## src/rtl/fetch_if.sv

```systemverilog
// Fetch-stage bundle: redirect/stall controls from downstream, instruction memory
// address/data, and the IF/ID register outputs toward decode.
interface fetch_if;
  logic        stall;
  logic        branch_taken;
  logic [31:0] branch_target;
  logic        jump;
  logic [25:0] jump_index;
  logic [31:0] imem_instruction;
  logic [31:0] imem_pc;
  logic [31:0] if_id_instruction;
  logic [31:0] if_id_pc_plus4;
  logic        if_id_valid;
  logic        halted;
  logic [31:0] fetch_count;

  // Environment side: drives controls and returns the instruction word.
  modport master (
    output stall, branch_taken, branch_target, jump, jump_index, imem_instruction,
    input  imem_pc, if_id_instruction, if_id_pc_plus4, if_id_valid, halted, fetch_count
  );

  // Fetch stage side.
  modport slave (
    input  stall, branch_taken, branch_target, jump, jump_index, imem_instruction,
    output imem_pc, if_id_instruction, if_id_pc_plus4, if_id_valid, halted, fetch_count
  );
endinterface

```

## src/rtl/fetch_stage.sv

```systemverilog
// Instruction fetch: program counter, IF/ID pipeline register, redirect with squash,
// and a sticky halt on the sentinel word.
//
// state   | meaning
// S_RUN   | fetching; redirect > stall > normal fetch each edge
// S_HALT  | sentinel fetched; all state frozen until reset
module fetch_stage #(
  parameter logic [31:0] RESET_PC  = 32'h0000_0000,
  parameter int unsigned PC_INC    = 4,
  parameter logic [31:0] HALT_WORD = 32'hFFFF_FFFF,
  parameter logic [31:0] NOP_WORD  = 32'h0000_0000
) (
  input  logic    clock,
  input  logic    reset,
  fetch_if.slave  bus
);

  typedef enum logic {S_RUN, S_HALT} state_e;

  state_e      state_q, state_d;
  logic [31:0] pc_q, pc_d;
  logic [31:0] instr_q, instr_d;
  logic [31:0] pc_plus4_q, pc_plus4_d;
  logic        valid_q, valid_d;
  logic [31:0] count_q, count_d;

  logic [31:0] pc_plus;
  logic [31:0] jump_target;
  logic        redirect;
  logic [31:0] redirect_target;

  assign pc_plus         = pc_q + 32'(PC_INC);
  assign jump_target     = {pc_plus[31:28], bus.jump_index, 2'b00};
  assign redirect        = bus.jump | bus.branch_taken;
  assign redirect_target = bus.jump ? jump_target : bus.branch_target;

  always_ff @(posedge clock) begin
    if (reset) begin
      state_q    <= S_RUN;
      pc_q       <= RESET_PC;
      instr_q    <= NOP_WORD;
      pc_plus4_q <= 32'h0;
      valid_q    <= 1'b0;
      count_q    <= 32'h0;
    end else begin
      state_q    <= state_d;
      pc_q       <= pc_d;
      instr_q    <= instr_d;
      pc_plus4_q <= pc_plus4_d;
      valid_q    <= valid_d;
      count_q    <= count_d;
    end
  end

  always_comb begin
    state_d    = state_q;
    pc_d       = pc_q;
    instr_d    = instr_q;
    pc_plus4_d = pc_plus4_q;
    valid_d    = valid_q;
    count_d    = count_q;
    unique case (state_q)
      S_HALT: ;
      S_RUN: begin
        if (redirect) begin
          // The word currently at pc is squashed, so it is never halt-checked.
          pc_d    = redirect_target;
          instr_d = NOP_WORD;
          valid_d = 1'b0;
        end else if (bus.stall) begin
          // hold everything
        end else if (bus.imem_instruction == HALT_WORD) begin
          state_d = S_HALT;
          instr_d = NOP_WORD;
          valid_d = 1'b0;
        end else begin
          pc_d       = pc_plus;
          instr_d    = bus.imem_instruction;
          pc_plus4_d = pc_plus;
          valid_d    = 1'b1;
          count_d    = (count_q == 32'hFFFF_FFFF) ? count_q : count_q + 32'h1;
        end
      end
      default: state_d = S_RUN;
    endcase
  end

  assign bus.imem_pc           = pc_q;
  assign bus.if_id_instruction = instr_q;
  assign bus.if_id_pc_plus4    = pc_plus4_q;
  assign bus.if_id_valid       = valid_q;
  assign bus.halted            = (state_q == S_HALT);
  assign bus.fetch_count       = count_q;

endmodule

```

## src/flat_wrapper.sv

```systemverilog
// flat-port wrapper written by rule: the top's interface ports become plain ports
module fetch_stage_flat 
#(
  parameter logic [31:0] RESET_PC  = 32'h0000_0000,
  parameter int unsigned PC_INC    = 4,
  parameter logic [31:0] HALT_WORD = 32'hFFFF_FFFF,
  parameter logic [31:0] NOP_WORD  = 32'h0000_0000
)
  (clock, reset, bus_stall, bus_branch_taken, bus_branch_target, bus_jump, bus_jump_index, bus_imem_instruction, bus_imem_pc, bus_if_id_instruction, bus_if_id_pc_plus4, bus_if_id_valid, bus_halted, bus_fetch_count);
  fetch_if bus_i ();
  input  logic clock;
  input  logic reset;
  input wire logic [$bits(bus_i.stall)-1:0] bus_stall;
  input wire logic [$bits(bus_i.branch_taken)-1:0] bus_branch_taken;
  input wire logic [$bits(bus_i.branch_target)-1:0] bus_branch_target;
  input wire logic [$bits(bus_i.jump)-1:0] bus_jump;
  input wire logic [$bits(bus_i.jump_index)-1:0] bus_jump_index;
  input wire logic [$bits(bus_i.imem_instruction)-1:0] bus_imem_instruction;
  output wire logic [$bits(bus_i.imem_pc)-1:0] bus_imem_pc;
  output wire logic [$bits(bus_i.if_id_instruction)-1:0] bus_if_id_instruction;
  output wire logic [$bits(bus_i.if_id_pc_plus4)-1:0] bus_if_id_pc_plus4;
  output wire logic [$bits(bus_i.if_id_valid)-1:0] bus_if_id_valid;
  output wire logic [$bits(bus_i.halted)-1:0] bus_halted;
  output wire logic [$bits(bus_i.fetch_count)-1:0] bus_fetch_count;
  assign bus_i.stall = bus_stall;
  assign bus_i.branch_taken = bus_branch_taken;
  assign bus_i.branch_target = bus_branch_target;
  assign bus_i.jump = bus_jump;
  assign bus_i.jump_index = bus_jump_index;
  assign bus_i.imem_instruction = bus_imem_instruction;
  assign bus_imem_pc = bus_i.imem_pc;
  assign bus_if_id_instruction = bus_i.if_id_instruction;
  assign bus_if_id_pc_plus4 = bus_i.if_id_pc_plus4;
  assign bus_if_id_valid = bus_i.if_id_valid;
  assign bus_halted = bus_i.halted;
  assign bus_fetch_count = bus_i.fetch_count;
  fetch_stage #(.RESET_PC(RESET_PC), .PC_INC(PC_INC), .HALT_WORD(HALT_WORD), .NOP_WORD(NOP_WORD)) u_core (.clock(clock), .reset(reset), .bus(bus_i));
endmodule
```

## config.mk

```make
export PLATFORM = sky130hd
export DESIGN_NAME = fetch_stage_flat
export DESIGN_NICKNAME = d
export VERILOG_FILES = /design/src/rtl/fetch_if.sv /design/src/rtl/fetch_stage.sv /design/src/flat_wrapper.sv
export SDC_FILE = /design/constraint.sdc
export NUM_CORES = 1
export LEC_CHECK = 0
export CAP_MARGIN = 15
export CORE_MARGIN = 3
export CORE_UTILIZATION = 57
export DETAILED_ROUTE_END_ITERATION = 7
export DONT_BUFFER_PORTS = 1
export GPL_ROUTABILITY_DRIVEN = 1
export PLACE_DENSITY = 0.72
export RECOVER_POWER = 50
export SYNTH_ARGS = -nofsm -noshare
export SYNTH_HDL_FRONTEND = slang
export SYNTH_SLANG_ARGS = --single-unit
```

## constraint.sdc

```tcl
create_clock -name clock -period 3.1 [get_ports clock]
set_clock_uncertainty 0.2 [all_clocks]
set_input_delay 0.465 -clock clock [delete_from_list [all_inputs] [get_ports clock]]
set_output_delay 0.465 -clock clock [all_outputs]
set_load 0.005 [all_outputs]
```

# Yosys cells after proc, flatten, opt, wreduce, memory -nomap -nowiden
# Index checks and enable logic that the tools add are counted.
dict set report totals {
  regBits 130
}
dict set report classes {
  n_eq_ne 4
  n_mux 14
  bitwise_logic 6
  add_sub_neg 2
  n_reduce_logical 4
}
# cell count
set ops {}
lappend ops {{$mux W32} 7}
lappend ops {{$eq A32 B32 Y1 const B} 2}
lappend ops {{$add A32 B1 Y32 const B} 1}
lappend ops {{$add A32 B3 Y32 const B} 1}
lappend ops {{$mux W1} 7}
lappend ops {{$not A1 Y1} 5}
lappend ops {{$reduce_and A5 Y1} 1}
lappend ops {{$ne A2 B1 Y1 const B} 2}
lappend ops {{$reduce_and A4 Y1} 1}
lappend ops {{$reduce_and A3 Y1} 1}
lappend ops {{$reduce_and A2 Y1} 1}
lappend ops {{$or A1 B1 Y1} 1}

# Logic depth before layout (Yosys ltp)
dict set report logic_depth {
  word_depth 5
  mapped_depth 9
  mapped_depth_nobuf 6
}

# Least setup slack after synthesis
# OpenSTA, ideal clock, no wires.
dict set report synth_path {
  kind {register to register}
  from {reg u_core.pc_q[2] (netlist: u_core.bus.imem_pc[2])}
  to {reg u_core.pc_q[26] (netlist: u_core.bus.imem_pc[26])}
  path_buffers 1
  slack_ps 588
  path_stages_with_launch 8
  period_less_slack_ps 2512
  t_arrival_ps 2225
  path_cell_list {dfxtp_1 ha_1 nand4_1 or4_1 buf_2 or3_4 o31a_1 o31ai_1}
}
dict set report synth_via {
  elab_chain_cells 4
}
# item line
set synth_lines {}
lappend synth_lines {{start: declaration} fetch_stage.sv:21} ;# logic [31:0] pc_q, pc_d;
lappend synth_lines {{start signal: assignment} fetch_stage.sv:47} ;# pc_q <= pc_d;
lappend synth_lines {{$add A32 B3 Y32} fetch_stage.sv:32} ;# assign pc_plus = pc_q + 32'(PC_INC);
lappend synth_lines {{$mux W32} fetch_stage.sv:72} ;# end else if (bus.imem_instruction == HALT_WORD) begin
lappend synth_lines {{$mux W32} fetch_stage.sv:70} ;# end else if (bus.stall) begin
lappend synth_lines {{$mux W32} fetch_stage.sv:65} ;# if (redirect) begin
# Every way passes these cells. The select of a mux whose other input is x is not followed.
# A chain may end at the register's enable or synchronous reset.

# Final worst setup path
# Ends and elaborated chain as after synthesis.

==> parameters.txt <==
Parameter                              Value

Pwr
  Pwr Density    555.2 nW/um^2
  Reported leakage power    2.377 nW
  IR drop worst, VDD    371.5 uV

Worst hold path
  Endpoint, Worst Hold    u_core.bus.if_id_instruction[28]
  Hold wc startpoint    bus_imem_instruction[28]
  Worst hold path depth    2
  Class of the tightest hold or removal check    input port to register

STA
  Unrepaired setup endpoints after global routing    false
  Hold Fails Final Rpt    0
  Measured slew at the worst slew-check pin    1030 ps
  Minimum period implied by the final worst setup slack    2671 ps
  Number of endpoints failing setup at the final stage    0
  Accumulated negative setup slack    0 ps
  Relative slew slack    0.3134
  Final period util    0.8616
  Timing-limited maximum frequency    374.4 MHz
  Final critical-path setup slack    429.1 ps
  Final Max Tran Viols    0

Setup path
  Number of cells traversed by the worst register-to-register path    6
  Delay of the slowest cell on the worst path    640 ps
  Max Fanout on Critical Path    6
  Type of element capturing the critical path    register
  Path type of the worst setup path    register to register
  Startpoint type of the worst setup path    register
  Endpoint of the most critical register-to-register path    u_core.bus.imem_pc[26]
  Worst reg2reg path startpoint    u_core.bus.imem_pc[2]
  Crit path arrival time    2800 ps
  Register-to-register path setup slack    430 ps
  Cell Chain, Critical Path    ha_1 -> nand4_1 -> or4_1 -> or3_4 -> o31a_1 -> o31ai_1
  CP Data Required Time    3230 ps
  Slowest cell on the critical path    sky130_fd_sc_hd__or4_1

Place
  HPWL reported at the end of detailed placement    14,080 um
  Global placement routability congestion    0.9177
  Port buffer count    0
  Pre-CTS setup slack    462.7 ps

Detailed routing
  Vias/cell    6.863
  Iteration-0 DRC Markers    554
  Router iterations before antenna repair    5
  Routed WL per cell    22.21 um
  Remaining DRCs    0
  Antenna-violating nets left    0
  Total vias in the final route    6,403
  WL final    20,720 um

Yosys
  Number of warnings reported in the yosys synthesis log    0
  Mean instance size in the synthesized netlist    8.148 sq um
  Sequential element share of the synthesized area    0.3978
  Number of synthesized flops with an enable pin    0
  Total of flip-flops plus latches after synthesis    130
  Synth async-reset ratio    0
  Syn Inst Count    803
  Primary FF master, synth    sky130_fd_sc_hd__dfxtp_1
  Nets in the synthesized netlist    900
  Netlist area before placement    6543 sq um
  Distinct cell type count of the synthesized netlist    62

Clock network
  Post-CTS Hold Fix Bufs    2
  Level count of the clock H-tree    4
  Clock tree root buffer cell    sky130_fd_sc_hd__clkbuf_16
  Clock buffer count from CTS    17
  # resized after CTS    0
  Clock slew seen by the registers of the worst setup and hold paths    60 ps
  Clock tree from TritonCTS    built
  Insertion delay to the later sink of the worst-skew pair    420 ps
  Post-CTS Setup Bufs    0
  Max clock buf depth    2
  Clock net sink count    130

Global route
  Via count of the first global-routing pass    6,186
  Pin count of the biggest net entering global routing    100
  Total Routing Usage GR    0.3167
  Total overflow reported by the global router    0
  First-pass GRT wire length    32,690 um
  Initial antenna violation count    0

Die
  Standard-cell rows    38
  Overall die height    113.1 um
  Chip width    113.1 um
  Area enclosed by the die boundary    12,800 sq um
  Starting utilization of the core area    0.5931
  Core area    11,030 sq um
  Top-level port count    225

Status
  Run status    finished clean

Final layout
  Antenna fix cells    0
  FILL cells    969
  Area growth syn-to-layout    10.56%
  Net count reported at finish    877
  Layout cell share with drive strength beyond 1    0.09458

Run
  Max cap viols    0
power by group:
| part | switching [W] | internal, W |
|---|---|---|
| registers | 0.0000844 | 0.00173 |
| clock network | 0.000832 | 0.00105 |
| logic | 0.000194 | 0.000125 |
how the worst max path moves through the flow:
| stage | slack, ps | to | cells past startpoint | startpoint |
|---|---|---|---|---|
| floorplan | 590 | u_core.bus.imem_pc[26] | 7 | u_core.bus.imem_pc[2] |
| global placement | 560 | u_core.bus.imem_pc[26] | 5 | u_core.bus.imem_pc[11] |
| detailed placement | 460 | u_core.bus.imem_pc[26] | 5 | u_core.bus.imem_pc[11] |
| CTS | 440 | u_core.bus.imem_pc[26] | 5 | u_core.bus.imem_pc[11] |
| global route | 330 | u_core.bus.imem_pc[26] | 6 | u_core.bus.imem_pc[2] |
| finish | 430 | u_core.bus.imem_pc[26] | 6 | u_core.bus.imem_pc[2] |
synthesized netlist by cell type (all sizes together), types with 4 or more instances:
master  instances  area [sq um]
buf            18         93.84
clkbuf         55         207.7
a21oi          55         275.3
nor4           17         106.4
or3            13         86.33
a211oi         22         165.2
nand4          27         181.4
nor2b           8         50.05
o22ai           4         25.02
or4            19         142.6
nand3          26         130.1
o21ai          28         140.1
mux2            7         78.83
nor3           18         95.09
xnor2          11         96.34
a22oi          47         352.8
xor2           13         113.9
or2             4         25.03
and4            7         61.31
a32o            4         40.04
dfxtp         130          2603
nor2          102         382.9
o32ai          12         105.1
inv             9         33.78
a311oi          8         70.07
o31a            8         70.07
and3            7         43.79
o31ai          20         150.1
nand2          59         221.5
metal layers:
| metal | GRT usage | part of all wire | vias to the layer above |
|---|---|---|---|
| met4 | 0.1218 | 0.025 | 0 |
| li1 | - | - | 2994 |
| met5 | 0 | 0 | - |
| met3 | 0.1134 | 0.11 | 46 |
| met2 | 0.4992 | 0.47 | 361 |
| met1 | 0.3981 | 0.40 | 3002 |
final cells by class:
cell class                      count  area (sq um)  area share
Clock inverter                     14         120.1     0.01661
Clock buffer                       18         429.2     0.05933
Multi-Input combinational cell    591          3623      0.5010
Inverter                            9         33.78    0.004670
Tap cell                          140         175.2     0.02422
Timing Repair Buffer               31         249.0     0.03442
Sequential cell                   130          2603      0.3598
critical path: cells and delay by family (launching register included):
kind	cells	cell delay, ps
compound gates	2	470
simple gates	3	1350
flops	1	330
fa+ha+maj	1	230
through the flow:
step	util	instance area [sq um]	hold slack (ps)	instances	power [W]
global route	0.6557	7233	11.80	933	0.004148
finish	0.6557	7233	9.621	933	0.004016
CTS	0.6574	7252	1.513	933	0.004031
detailed placement	0.6042	6665	294.5	899	0.002145
floorplan	-	6543	245.6	803	0.002079
global placement	0.6042	6665	281.4	899	0.002134
cells in the final DEF, fill, tap and decap left out, types with 3 or more instances in the layout:
cell type,netlist,final
sky130_fd_sc_hd__buf_4,4,23
sky130_fd_sc_hd__nor3_1,17,17
sky130_fd_sc_hd__xnor2_1,11,11
sky130_fd_sc_hd__a211o_1,3,3
sky130_fd_sc_hd__o22ai_1,4,4
sky130_fd_sc_hd__mux2_2,7,7
sky130_fd_sc_hd__inv_1,9,9
sky130_fd_sc_hd__nor2b_1,8,8
sky130_fd_sc_hd__dfxtp_1,130,130
sky130_fd_sc_hd__a311oi_1,8,8
sky130_fd_sc_hd__a32o_1,4,4
sky130_fd_sc_hd__a211oi_1,22,21
sky130_fd_sc_hd__inv_6,0,6
sky130_fd_sc_hd__and4_1,7,7
sky130_fd_sc_hd__nand3_1,26,26
sky130_fd_sc_hd__or3_1,12,12
sky130_fd_sc_hd__nand4_1,25,25
sky130_fd_sc_hd__a22o_1,3,3
sky130_fd_sc_hd__and3_1,7,7
sky130_fd_sc_hd__nor2_1,102,102
sky130_fd_sc_hd__a21oi_1,55,55
sky130_fd_sc_hd__nor4_1,17,16
sky130_fd_sc_hd__clkbuf_1,54,6
sky130_fd_sc_hd__a2bb2oi_1,3,3
sky130_fd_sc_hd__o31a_1,8,8
sky130_fd_sc_hd__xor2_1,13,13
sky130_fd_sc_hd__nand2_1,59,59
sky130_fd_sc_hd__a22oi_1,47,47
sky130_fd_sc_hd__o32ai_1,12,12
sky130_fd_sc_hd__clkinvlp_4,0,3
sky130_fd_sc_hd__or4_1,19,19
sky130_fd_sc_hd__o21ai_0,28,28
sky130_fd_sc_hd__a222oi_1,3,3
sky130_fd_sc_hd__clkbuf_16,0,17
sky130_fd_sc_hd__o31ai_1,20,20
state kept, by name, summed over array words and instances, names as in the netlist:
signal / count
u_core.bus.fetch_count: 32
u_core.bus.halted: 1
u_core.bus.if_id_instruction: 32
u_core.bus.if_id_pc_plus4: 32
u_core.bus.if_id_valid: 1
u_core.bus.imem_pc: 32
cell families after synthesis:
family / after synthesis / share of synthesized area
simple gates: 313 / 0.2400
compound gates: 243 / 0.2599
flops: 130 / 0.3978
buf+inv: 82 / 0.05125
xor+xnor: 24 / 0.03213
mux: 9 / 0.01511
fa+ha+maj: 2 / 0.003824
No activity file was read; power rests on OpenSTA's default activity.
